**src/rtl/ps2_keyboard_ctrl_pkg.sv**
```systemverilog
// Shared constants and state encoding for the PS/2 keyboard controller.
package ps2_keyboard_ctrl_pkg;

    typedef enum logic [1:0] {
        ST_IDLE   = 2'd0,
        ST_DATA   = 2'd1,
        ST_PARITY = 2'd2,
        ST_STOP   = 2'd3
    } frame_state_e;

    localparam logic [7:0] SC_EXT    = 8'hE0;
    localparam logic [7:0] SC_BREAK  = 8'hF0;
    localparam logic [7:0] SC_LSHIFT = 8'h12;
    localparam logic [7:0] SC_RSHIFT = 8'h59;

    localparam logic [7:0] ASCII_LF    = 8'h0A;
    localparam logic [7:0] ASCII_BS    = 8'h08;
    localparam logic [7:0] ASCII_SPACE = 8'h20;

endpackage

```
**src/rtl/ps2_scancode_to_ascii.sv**
```systemverilog
// Combinational set-2 make code to ASCII lookup; letters honour shift.
module ps2_scancode_to_ascii
    import ps2_keyboard_ctrl_pkg::*;
(
    input  logic [7:0] code_i,
    input  logic       shift_i,
    output logic [7:0] ascii_o,
    output logic       mapped_o
);

    logic [7:0] base;
    logic       letter;

    always_comb begin
        base     = 8'h00;
        letter   = 1'b1;
        mapped_o = 1'b1;
        case (code_i)
            8'h1C: base = 8'h61;  8'h32: base = 8'h62;  8'h21: base = 8'h63;
            8'h23: base = 8'h64;  8'h24: base = 8'h65;  8'h2B: base = 8'h66;
            8'h34: base = 8'h67;  8'h33: base = 8'h68;  8'h43: base = 8'h69;
            8'h3B: base = 8'h6A;  8'h42: base = 8'h6B;  8'h4B: base = 8'h6C;
            8'h3A: base = 8'h6D;  8'h31: base = 8'h6E;  8'h44: base = 8'h6F;
            8'h4D: base = 8'h70;  8'h15: base = 8'h71;  8'h2D: base = 8'h72;
            8'h1B: base = 8'h73;  8'h2C: base = 8'h74;  8'h3C: base = 8'h75;
            8'h2A: base = 8'h76;  8'h1D: base = 8'h77;  8'h22: base = 8'h78;
            8'h35: base = 8'h79;  8'h1A: base = 8'h7A;
            default: begin
                letter = 1'b0;
                case (code_i)
                    8'h45: base = 8'h30;  8'h16: base = 8'h31;  8'h1E: base = 8'h32;
                    8'h26: base = 8'h33;  8'h25: base = 8'h34;  8'h2E: base = 8'h35;
                    8'h36: base = 8'h36;  8'h3D: base = 8'h37;  8'h3E: base = 8'h38;
                    8'h46: base = 8'h39;
                    8'h29: base = ASCII_SPACE;
                    8'h5A: base = ASCII_LF;
                    8'h66: base = ASCII_BS;
                    default: mapped_o = 1'b0;
                endcase
            end
        endcase
        ascii_o = (letter && shift_i) ? base - 8'h20 : base;
    end

endmodule

```
**src/rtl/ps2_keyboard_ctrl.sv**
```systemverilog
// PS/2 receiver: filtered clock, frame FSM, set-2 decode and ASCII FIFO.
//   state     | meaning
//   ST_IDLE   | waiting for a start bit on the next falling edge
//   ST_DATA   | shifting in 8 data bits, LSB first
//   ST_PARITY | capturing the odd-parity bit
//   ST_STOP   | checking stop bit and parity, then emitting the scancode
module ps2_keyboard_ctrl
    import ps2_keyboard_ctrl_pkg::*;
#(
    parameter int FIFO_DEPTH     = 4,
    parameter int FILTER_LEN     = 8,
    parameter int TIMEOUT_CYCLES = 50000
) (
    input  logic       clk,
    input  logic       rst,
    input  logic       ps2_clk_i,
    input  logic       ps2_data_i,
    input  logic       kb_data_receive_i,
    output logic       kb_data_ready_o,
    output logic [7:0] kb_ascii_o,
    output logic       kb_overflow_o,
    output logic       kb_frame_err_o
);

    localparam int PW = $clog2(FIFO_DEPTH);
    localparam int CW = $clog2(FIFO_DEPTH + 1);
    localparam int FW = $clog2(FILTER_LEN + 1);
    localparam int TW = $clog2(TIMEOUT_CYCLES + 1);

    logic [1:0]    clk_sync_q, data_sync_q;
    logic          filt_q, filt_d;
    logic [FW-1:0] filt_cnt_q, filt_cnt_d;
    logic          fall, data_s;

    frame_state_e  state_q, state_d;
    logic [2:0]    bit_cnt_q, bit_cnt_d;
    logic [7:0]    sh_q, sh_d;
    logic          par_q, par_d;
    logic [TW-1:0] tmo_q, tmo_d;
    logic          err_q, err_d;
    logic          sc_stb_q, sc_stb_d;

    logic          brk_q, brk_d, ext_q, ext_d, shift_q, shift_d;
    logic          push;
    logic [7:0]    map_ascii;
    logic          map_hit;

    logic [7:0]    mem_q [FIFO_DEPTH];
    logic [PW-1:0] wr_ptr_q, rd_ptr_q;
    logic [CW-1:0] count_q;
    logic          rx_prev_q, ovf_q;
    logic          empty, full, pop, do_push;

    assign data_s = data_sync_q[1];

    // The filtered level flips only after FILTER_LEN consecutive differing samples.
    always_comb begin
        filt_d     = filt_q;
        filt_cnt_d = '0;
        if (clk_sync_q[1] != filt_q) begin
            if (filt_cnt_q == FW'(FILTER_LEN - 1)) filt_d = clk_sync_q[1];
            else                                   filt_cnt_d = filt_cnt_q + 1'b1;
        end
    end

    assign fall = filt_q & ~filt_d;

    always_comb begin
        state_d   = state_q;
        bit_cnt_d = bit_cnt_q;
        sh_d      = sh_q;
        par_d     = par_q;
        tmo_d     = tmo_q;
        err_d     = 1'b0;
        sc_stb_d  = 1'b0;
        if (fall) begin
            tmo_d = TW'(TIMEOUT_CYCLES - 1);
            case (state_q)
                ST_IDLE: begin
                    if (!data_s) begin
                        state_d   = ST_DATA;
                        bit_cnt_d = '0;
                    end else begin
                        err_d = 1'b1;
                    end
                end
                ST_DATA: begin
                    sh_d      = {data_s, sh_q[7:1]};
                    bit_cnt_d = bit_cnt_q + 1'b1;
                    if (bit_cnt_q == 3'd7) state_d = ST_PARITY;
                end
                ST_PARITY: begin
                    par_d   = data_s;
                    state_d = ST_STOP;
                end
                ST_STOP: begin
                    if (data_s && (^{sh_q, par_q})) sc_stb_d = 1'b1;
                    else                            err_d    = 1'b1;
                    state_d = ST_IDLE;
                end
                default: state_d = ST_IDLE;
            endcase
        end else if (state_q != ST_IDLE) begin
            if (tmo_q == '0) begin
                state_d = ST_IDLE;
                err_d   = 1'b1;
            end else begin
                tmo_d = tmo_q - 1'b1;
            end
        end
    end

    ps2_scancode_to_ascii u_map (
        .code_i   (sh_q),
        .shift_i  (shift_q),
        .ascii_o  (map_ascii),
        .mapped_o (map_hit)
    );

    always_comb begin
        brk_d   = brk_q;
        ext_d   = ext_q;
        shift_d = shift_q;
        push    = 1'b0;
        if (sc_stb_q) begin
            brk_d = 1'b0;
            ext_d = 1'b0;
            case (sh_q)
                SC_EXT:              begin ext_d = 1'b1; brk_d = brk_q; end
                SC_BREAK:            begin brk_d = 1'b1; ext_d = ext_q; end
                SC_LSHIFT, SC_RSHIFT: shift_d = ~brk_q;
                default:             push = ~brk_q & ~ext_q & map_hit;
            endcase
        end
    end

    assign empty   = (count_q == '0);
    assign full    = (count_q == CW'(FIFO_DEPTH));
    // Pop on the rising edge of the strobe so the head is stable for the whole read.
    assign pop     = ~rx_prev_q & kb_data_receive_i & ~empty;
    assign do_push = push & (~full | pop);

    always_ff @(posedge clk or negedge rst) begin
        if (!rst) begin
            clk_sync_q  <= 2'b11;
            data_sync_q <= 2'b11;
            filt_q      <= 1'b1;
            filt_cnt_q  <= '0;
            state_q     <= ST_IDLE;
            bit_cnt_q   <= '0;
            sh_q        <= '0;
            par_q       <= 1'b0;
            tmo_q       <= '0;
            err_q       <= 1'b0;
            sc_stb_q    <= 1'b0;
            brk_q       <= 1'b0;
            ext_q       <= 1'b0;
            shift_q     <= 1'b0;
            for (int i = 0; i < FIFO_DEPTH; i++) mem_q[i] <= '0;
            wr_ptr_q    <= '0;
            rd_ptr_q    <= '0;
            count_q     <= '0;
            rx_prev_q   <= 1'b1;
            ovf_q       <= 1'b0;
        end else begin
            clk_sync_q  <= {clk_sync_q[0], ps2_clk_i};
            data_sync_q <= {data_sync_q[0], ps2_data_i};
            filt_q      <= filt_d;
            filt_cnt_q  <= filt_cnt_d;
            state_q     <= state_d;
            bit_cnt_q   <= bit_cnt_d;
            sh_q        <= sh_d;
            par_q       <= par_d;
            tmo_q       <= tmo_d;
            err_q       <= err_d;
            sc_stb_q    <= sc_stb_d;
            brk_q       <= brk_d;
            ext_q       <= ext_d;
            shift_q     <= shift_d;
            rx_prev_q   <= kb_data_receive_i;
            ovf_q       <= push & full & ~pop;
            if (do_push) begin
                mem_q[wr_ptr_q] <= map_ascii;
                wr_ptr_q        <= wr_ptr_q + 1'b1;
            end
            if (pop) rd_ptr_q <= rd_ptr_q + 1'b1;
            if (do_push && !pop)      count_q <= count_q + 1'b1;
            else if (pop && !do_push) count_q <= count_q - 1'b1;
        end
    end

    assign kb_data_ready_o = ~empty;
    assign kb_ascii_o      = empty ? 8'h00 : mem_q[rd_ptr_q];
    assign kb_overflow_o   = ovf_q;
    assign kb_frame_err_o  = err_q;

endmodule

```
**config.mk**
```make
export PLATFORM = sky130hd
export DESIGN_NAME = ps2_keyboard_ctrl
export DESIGN_NICKNAME = d
export VERILOG_FILES = /design/src/rtl/ps2_keyboard_ctrl_pkg.sv /design/src/rtl/ps2_scancode_to_ascii.sv /design/src/rtl/ps2_keyboard_ctrl.sv
export SDC_FILE = /design/constraint.sdc
export NUM_CORES = 1
export LEC_CHECK = 0
export ABC_CLOCK_PERIOD_IN_PS = 4640
export BUFFER_PORTS_ARGS = -buffer_cell sky130_fd_sc_hd__buf_2
export CAP_MARGIN = 20
export CELL_PAD_IN_SITES_DETAIL_PLACEMENT = 1
export CELL_PAD_IN_SITES_GLOBAL_PLACEMENT = 1
export CORE_UTILIZATION = 45
export CTS_BUF_LIST = sky130_fd_sc_hd__clkbuf_16
export CTS_CLUSTER_SIZE = 24
export DETAILED_ROUTE_END_ITERATION = 16
export GPL_TIMING_DRIVEN = 0
export PLACE_DENSITY = 0.83
export SYNTH_ARGS = -nofsm -noshare
export SYNTH_HDL_FRONTEND = slang
export SYNTH_SLANG_ARGS = --single-unit
```
**constraint.sdc**
```tcl
create_clock -name clk -period 4.64 [get_ports clk]
set_clock_uncertainty 0.1 [all_clocks]
set_input_delay 0.464 -clock clk [delete_from_list [all_inputs] [get_ports clk]]
set_output_delay 0.464 -clock clk [all_outputs]
set_load 0.1 [all_outputs]
```
======== Word level (Yosys, flattened, before mapping) ========
Index checks and enable logic that the tools add are counted.
operators by class
  magnitude comparators ................... 3
  equal/unequal tests ..................... 54
  bitwise operators ....................... 20
  multiplexer cells ....................... 43
  $add $sub $neg .......................... 8
  reductions and logical operators ........ 28
operator list
  kind                     count
  $pmux W8 S26             1
  $eq A8 B6 Y1 const B     23
  $eq A8 B7 Y1 const B     10
  $pmux W6 S13             1
  $eq A8 B5 Y1 const B     8
  $mux W16                 3
  $mux W8                  5
  $bwmux W32               1
  $reduce_or A26 Y1        1
  $bmux W8 S2              1
  $demux W8 S2             1
  $eq A8 B8 Y1 const B     2
  $logic_not A16 Y1        1
  $sub A16 B1 Y16 const B  1
  $mux W1                  15
  $reduce_or A13 Y1        1
  $reduce_and A2 Y1        6
  $mux W2                  5
  $reduce_bool A2 Y1       5
  $mux W3                  3
  $not A1 Y1               9
  $reduce_xor A9 Y1        1
  $and A1 B1 Y1            8
  $mux W4                  2
  27 further kinds         42
word-level totals
  flip-flop bits (word level) ............. 85
  output and inout port bits .............. 11
  logic and storage cells ................. 179

======== Longest topological paths before layout ========
Gate-level depths: netlist (run 1).
  depth after elaboration ................. 12
  depth in mapped cells ................... 15
  depth with buffers taken out ............ 12

======== By module ========
A second synthesis (run 1) with hierarchy kept.
unflattened totals
  cells, all modules ...................... 465
  area total of the unflattened synthesis .. 5,144.9 sq um
by module, submodules not included
  module                 cells each  area each (sq um)  times used
  ps2_keyboard_ctrl      329         4,211.5            1
  ps2_scancode_to_ascii  136         933.4              1

======== Least setup slack after synthesis (run 1) ========
OpenSTA, ideal clock, no wires.
  kind .................................... register -> register
  start ................................... reg sh_q[6]
  end ..................................... reg count_q[2]
  buffers on the path ..................... 2
  stages on the path, launching flop included .. 15
  data arrival time ....................... 3.146 ns
  setup slack ............................. 1.315 ns
  setup time .............................. 0.079 ns
  required time ........................... 4.461 ns
  cells stage by stage .................... dfrtp_1 -> buf_2 -> or2_2 -> or4_1 -> o211ai_1 -> and4bb_1 -> buf_2 -> a211o_1 -> inv_1 -> ha_1 -> inv_1 -> fa_1 -> xor2_1 -> nor2_1 -> xor2_1
between the ends
  word-level cells in the longest chain between the ends .. 11
RTL lines
  item                                  line                         RTL
  start: declaration                    ps2_keyboard_ctrl.sv:37      logic [7:0] sh_q, sh_d;
  start signal: assignment              ps2_keyboard_ctrl.sv:151     sh_q <= '0;
  start signal: assignment              ps2_keyboard_ctrl.sv:172     sh_q <= sh_d;
  $eq A8 B7 Y1 (tied with other cells)  ps2_scancode_to_ascii.sv:30  case (code_i)
  $reduce_or A13 Y1 (no line)           -
  $mux W1                               ps2_scancode_to_ascii.sv:30
  $mux W1                               ps2_scancode_to_ascii.sv:18  case (code_i)
  $and A1 B1 Y1                         ps2_keyboard_ctrl.sv:132     default: push = ~brk_q & ~ext_q & map_hit;
  $mux W1 *                             ps2_keyboard_ctrl.sv:128     case (sh_q)
  $mux W1 *                             ps2_keyboard_ctrl.sv:125     if (sc_stb_q) begin
  $and A1 B1 Y1 *                       ps2_keyboard_ctrl.sv:141     assign do_push = push & (~full | pop);
  named net do_push                     ps2_keyboard_ctrl.sv:52      logic empty, full, pop, do_push;
  $logic_not A1 Y1                      ps2_keyboard_ctrl.sv:188     else if (pop && !do_push) count_q <= count_q - 1'b1;
  $logic_and A1 B1 Y1                   ps2_keyboard_ctrl.sv:188
  $reduce_bool A2 Y1 (no line)          -
  end signal: assignment                ps2_keyboard_ctrl.sv:187     if (do_push && !pop) count_q <= count_q + 1'b1;
  end signal: assignment                ps2_keyboard_ctrl.sv:188
  end: declaration                      ps2_keyboard_ctrl.sv:50      logic [CW-1:0] count_q;
Mark *: on every way through the listed nets, which the timed path passes. The rest lies on a longest branch.
A chain may end at the register's enable or synchronous reset.

======== Worst setup path in the final report (run 1) ========
  start ................................... reg sh_q[1]
  end ..................................... reg count_q[2]
Same word-level chain as after synthesis.

==> impl_metrics.ini, run 1 <==
[status]
status = complete, no violations

[yosys]
yosys_warnings = 0
synth_seq_area_share_pct = 43.72
synth_nets = 489
synth_cell_type_count = 69
avgSynthCellArea_um2 = 10.39
netlist_area_um2 = 4882
ys_ff_latch = 85
synth_flop_cell = dfrtp_1
synth_cells = 470
async_reset_ff_share_pct = 100.0
synth_edf_count = 0

[pwr]
p_int_uw = 1320
switching_power_uw = 593.9
cellPowerDensity_nw_per_um2 = 350.2
p_comb_share_pct = 19.4
irDropWorstVdd_v = 0.0003733
p_leak_uw = 0.002515
p_sw_share_pct = 31.03
pwr-share-clk_pct = 37.5
seqPwrFrac_pct = 43.1

[global_route]
grt_remaining_overflow = 0
grt_pass1_wl_mm = 20.73
grt_max_degree = 69
grt_use_total_pct = 24.11
grt_antenna_before_repair = 0
grt_pass1_vias = 4012

[layout]
final_area_um2 = 5465
syn_to_final_growth_pct = 11.94
final_common_cell = dfrtp_1
antenna_cells = 0
drive_gt1_share_pct = 18.85
final_cell_mix = 79 x dfrtp_1, 33 x nor2_1, 29 x nand2_1, 28 x inv_1, 28 x buf_2
nNetsFinal = 518

[cts]
cts_tree = built
cts.hold.buffers_added = 1
cts-root-buf = clkbuf_16
clk_pin_slew_ns = 0.07
postCtsSetupRepairBufs = 0
cts_resized = 0
htree_num_levels = 3
numCtsBuffers = 9
cts_sinks = 85
clockBufferDepth = 2
clk-insertion-delay-late_ns = 0.35

[drt]
wl_per_cell_um = 19.48
drt_wl_total_mm = 12.47
viasPerCell = 5.841
ant_nets = 0
drc = 0
vias = 3738
drtIter0Drc = 305
firstDrtPassIters = 5

[floorplan]
die_area_um2 = 11270
row_count = 37
initial_core_util_pct = 46.87
die_x_um = 106.2
die_y_um = 106.2
core-area_um2 = 10420
io_pins = 16

[setup_path]
critPathMaxFanout = 10
crit_path_cell_trace = clkbuf_1, buf_2, inv_1, a2111oi_0, a221oi_1, and4bb_1, buf_2, a211o_1, inv_1, ha_1, inv_1, fa_1, xor2_1, nor2_1, xor2_1
crit_top_cell = inv_1
timing.critical_path.slowest_cell_delay_ns = 0.44
start_kind = register
end_kind = register
path_class = register to register
crit_required_ns = 4.81
cp.arrival_ns = 4.12
cpMaxStageDelayCell = a2111oi_0

[hold_path]
worstHoldPathType = input port to register

[sta]
fin_tns_setup_ns = 0
maxSlewHeadroom_pct = 43.49
slew_viol_final = 0
hold_violations = 0
tightest_slew_ns = 0.8399
min_period_ns = 3.950
clock.fmax_mhz = 253.1
rsz0062_at_grt = no
finalSetupViolations = 0
finalCritPeriodShare_pct = 85.14

[placement]
gp_congestion = 0.9066
hpwl_mm = 8.795
place_area_um2 = 5157
port_buffers = 15

[flow_run]
maxCapViolations = 0
-- cells by family (layout without fill, tap and decap cells) --
kind of cell	after synthesis	after routing	synth area share, %
flops	85	85	43.72
simple gates	168	168	20.30
compound gates	85	85	12.66
buf+inv	56	90	4.741
xor+xnor	30	30	5.664
mux	32	32	9.175
fa+ha+maj	14	14	3.742
-- through the flow --
| stage | worst slack, ns | hold slack, ns | cells | total power [µW] | utilization, % |
|---|---|---|---|---|---|
| 4_1_cts | 0.7304 | 0.09989 | 639 | 1933 | 52.40 |
| 2_1_floorplan | 1.315 | 0.06841 | 470 | 1117 | - |
| 3_3_place_gp | 0.9089 | 0.2465 | 621 | 1186 | 49.23 |
| 6_report | 0.6896 | 0.1128 | 640 | 1914 | 52.47 |
| 3_5_place_dp | 0.8370 | 0.2515 | 622 | 1210 | 49.51 |
| 5_1_grt | 0.5130 | 0.09511 | 640 | 1998 | 52.47 |
-- worst paths after layout --
kind	startpoint	endpoint	slack [ns]	cells after the start
worst max-delay path	sh_q[1]	count_q[2]	0.69	15
worst min-delay path	ps2_clk_i	clk_sync_q[0]	0.11	1
worst max register to register	sh_q[1]	count_q[2]	0.69	15
worst min register to register	data_sync_q[0]	data_sync_q[1]	0.26	0
max in group asynchronous	rst	filt_q	3.33	3
min in group asynchronous	rst	mem_q[27]	0.44	2
-- power groups by stage --
stage,Clock (µW),Combinational (µW),Sequential [µW]
after detailed placement,0,370,839
final,718,370,826
after floorplan,0,286,831
after global routing,762,403,832
after global placement,0,351,835
after CTS,734,373,826
-- state kept, by name (all words and copies together), names as in the netlist, 3 cells and up --
signal and count:
count_q 3, bit_cnt_q 3, sh_q 8, filt_cnt_q 4, tmo_q 16, mem_q 32
-- worst max-delay path: cells and delay by family, from the launching register on --
family,cells,cell delay [ns]
buffers and inverters,6,1.19
flip-flops,1,0.37
adder cells (fa/ha/maj),2,0.56
AO/OA/AOI/OAI,3,0.87
AND/OR/NAND/NOR,2,0.43
XOR/XNOR,2,0.34
-- Yosys cell counts, types with 6 or more instances --
| cell | instances | area share, % |
|---|---|---|
| nand2_1 | 29 | 2.2 |
| nand3b_1 | 6 | 0.92 |
| dfrtp_1 | 79 | 40 |
| o21ai_0 | 20 | 2.1 |
| xnor2_1 | 24 | 4.3 |
| inv_1 | 28 | 2.2 |
| nand2b_1 | 10 | 1.3 |
| or3_1 | 6 | 0.77 |
| and2_1 | 7 | 0.90 |
| clkbuf_1 | 11 | 0.85 |
| nor2_1 | 33 | 2.5 |
| dfstp_2 | 6 | 3.2 |
| a21oi_1 | 9 | 0.92 |
| ha_1 | 13 | 3.3 |
| mux2_2 | 21 | 4.8 |
| o2bb2ai_1 | 14 | 2.5 |
| mux4_2 | 8 | 3.7 |
| nor3_1 | 10 | 1.0 |
| buf_2 | 14 | 1.4 |
| nor2b_1 | 20 | 2.6 |
| nor4_1 | 7 | 0.90 |
-- layout make-up --
cell class,instances,area [µm²]
Fill cell,1173,4951
Multi-Input combinational cell,329,2516
Sequential cell,85,2135
Clock buffer,9,225.2
Tap cell,136,170.2
Buffer,28,126.4
Timing Repair Buffer,18,122.6
Inverter,28,105.1
Clock inverter,7,65.06
-- per-layer routing --
metal	part of all wire, %	up-vias	global-route usage (%)
met5	0	-	0
met4	1.8	0	7.044
met3	4.3	21	6.744
met2	54	81	43.32
met1	40	1900	27.76
li1	-	1736	-
Power figures use the tool's default switching activity.
==> inputs of run 2 (changes only) <==
Settings changed: BUFFER_PORTS_ARGS -buffer_cell sky130_fd_sc_hd__buf_2 to -buffer_cell sky130_fd_sc_hd__clkbuf_2, PLACE_DENSITY 0.83 to 0.82, SYNTH_HIERARCHICAL set to 1.
==> impl_metrics.ini, run 2 <==
[global_route]
grt_antenna_before_repair = 0
grt_remaining_overflow = 0
grt_use_total_pct = 23.79
grt_max_degree = 57
grt_pass1_wl_mm = 21.56
grt_pass1_vias = 4058

[layout]
post-route-util_pct = 52.05
drive_gt1_share_pct = 23.49
syn_to_final_growth_pct = 11.11
antenna_cells = 0
largest_registers = mem_q: 32 flops, tmo_q: 16 flops, sh_q: 8 flops
final_cell_mix = 79 x dfrtp_1, 32 x mux2_4, 30 x nand2_1, 23 x inv_1, 23 x nor2_1
largest_register = mem_q
nNetsFinal = 512
fin_cells = 638
fillerInstances = 1200
final_common_cell = dfrtp_1
largest_reg_flops = 32

[yosys]
ys_ff_latch = 85
synth_cells = 465
yosys_warnings = 6
synth_most_common_cell = dfrtp_1
synthTopCellsByCount = 79 x dfrtp_1, 32 x mux2_4, 30 x nand2_1
synth_cell_type_count = 72
synth_nets = 484
async_reset_ff_share_pct = 100.0
synth_flop_cell = dfrtp_1
avgSynthCellArea_um2 = 11.06
synth_top_area_share_pct = 38.42
synth_edf_count = 0
synth_seq_area_share_pct = 41.49
netlist_area_um2 = 5145
synth_largest_area_cell = dfrtp_1
synth_area_leaders = dfrtp_1 38%, mux2_4 9.3%, mux4_2 3.5%

[drt]
ant_nets = 0
firstDrtPassIters = 4
drc = 0
vias = 3741
drt_wl_total_mm = 12.80
drtIter0Drc = 218
wl_per_cell_um = 20.05
viasPerCell = 5.864

[pwr]
switching_power_uw = 494.1
irDropWorstVdd_v = 0.0003072
seqPwrFrac_pct = 46.2
p_comb_share_pct = 14.9
p_sw_share_pct = 27.56
p_leak_uw = 0.002566
p_int_uw = 1299
cellPowerDensity_nw_per_um2 = 313.6
pwr-share-clk_pct = 39.0

[sta]
maxSlewHeadroom_pct = 43.68
finalCritPeriodShare_pct = 91.37
hold_slack_ns = -0.005459
rsz0062_at_grt = no
finalSetupViolations = 0
fin_tns_setup_ns = 0
tightest_slew_ns = 0.8425
slew_viol_final = 0
min_period_ns = 4.239
worst_slack_ns = 0.4005
clock.fmax_mhz = 235.9
hold_violations = 9

[placement]
place_inst = 621
gp_congestion = 0.9636
pre_cts_slack_ns = 0.5559
hpwl_mm = 8.900
port_buffers = 15

[floorplan]
die_x_um = 108.9
die_y_um = 108.9
core-area_um2 = 10980
initial_core_util_pct = 46.84
io_pins = 16
row_count = 38
die_area_um2 = 11860

[cts]
cts_resized = 0
cts_tree = built
cts.hold.buffers_added = 0
numCtsBuffers = 9
clk-insertion-delay-late_ns = 0.34
htree_num_levels = 3
cts_sinks = 85
postCtsSetupRepairBufs = 0
cts-root-buf = clkbuf_16
clockBufferDepth = 2
clk_pin_slew_ns = 0.06

[setup_path]
cp.arrival_ns = 4.36
path_class = register to register
crit_required_ns = 4.76
end_kind = register
r2r_start = sh_q[4]
start_kind = register
critPathLaunch = sh_q[4]
critPathMaxFanout = 10

[hold_path]
worstHoldPathType = input port to async pin

[status]
violations = hold timing
status = finished, violations left

[flow_run]
maxCapViolations = 0
==> run 2: final cells by class <==
cell class	instances	area (µm²)	area share, %
Timing Repair Buffer	17	112.6	1.970
Clock buffer	9	225.2	3.940
Sequential cell	85	2135	37.34
Clock inverter	7	58.81	1.029
Multi-Input combinational cell	331	2761	48.30
Buffer	28	170.2	2.977
Tap cell	140	175.2	3.064
Inverter	21	78.83	1.379
==> run 2: worst paths after layout <==
path                                  end  slack, ns  cells after the start
min in group clk           data_sync_q[0]       0.10                      1
min                             mem_q[24]     -0.005                      1
max in group asynchronous  data_sync_q[1]       3.76                      2
max reg2reg                    count_q[2]       0.40                     16
max                            count_q[2]       0.40                     16
min reg2reg                data_sync_q[1]       0.26                      0
==> run 2: routing by layer <==
layer / share of wire, % / track usage, %
met1: 45 / 31.01
met5: 0 / 0
met3: 3.5 / 4.005
met2: 50 / 40.12
met4: 1.7 / 7.529
==> run 2: logic make-up (layout without fill, tap and decap cells) <==
group                    count (synthesis)  after routing  share of synthesized area [%]
multiplexers                            53             53                          15.59
buffers and inverters                   49             82                          4.840
flip-flops                              85             85                          41.49
adder cells (fa/ha/maj)                 14             14                          3.551
AND/OR/NAND/NOR                        165            165                          20.14
AO/OA/AOI/OAI                           71             71                          9.461
other                                    1              1                        0.07289
XOR/XNOR                                27             27                          4.864
==> run 2: metrics by stage <==
step	cell area (µm²)	hold slack (ns)	power, µW
final	5717	-0.005459	1793
after global routing	5717	0.02750	1873
after detailed placement	5425	0.2494	1105
after global placement	5395	0.2472	1081
after CTS	5709	0.01205	1811
after floorplan	5145	0.06841	1022
==> run 2: power by group through the flow <==
stage | sequential (µW) | combinational [µW] | clock, µW
6_report | 828 | 266 | 699
5_1_grt | 834 | 297 | 742
4_1_cts | 829 | 268 | 715
3_5_place_dp | 842 | 263 | 0
3_3_place_gp | 837 | 244 | 0
2_1_floorplan | 832 | 190 | 0
==> run 2: critical path: stages, from the launching register on <==
cell	delay [ns]
dfrtp_1	0.49
buf_4	0.24
clkbuf_1	0.22
nor4bb_1	0.31
a31oi_1	0.07
nor4b_1	0.55
nor2_1	0.11
nand3_1	0.10
nor3b_1	0.26
nor4bb_1	0.34
buf_4	0.22
ha_1	0.22
inv_1	0.07
fa_1	0.40
xor2_1	0.21
nor2_1	0.08
xor2_1	0.14
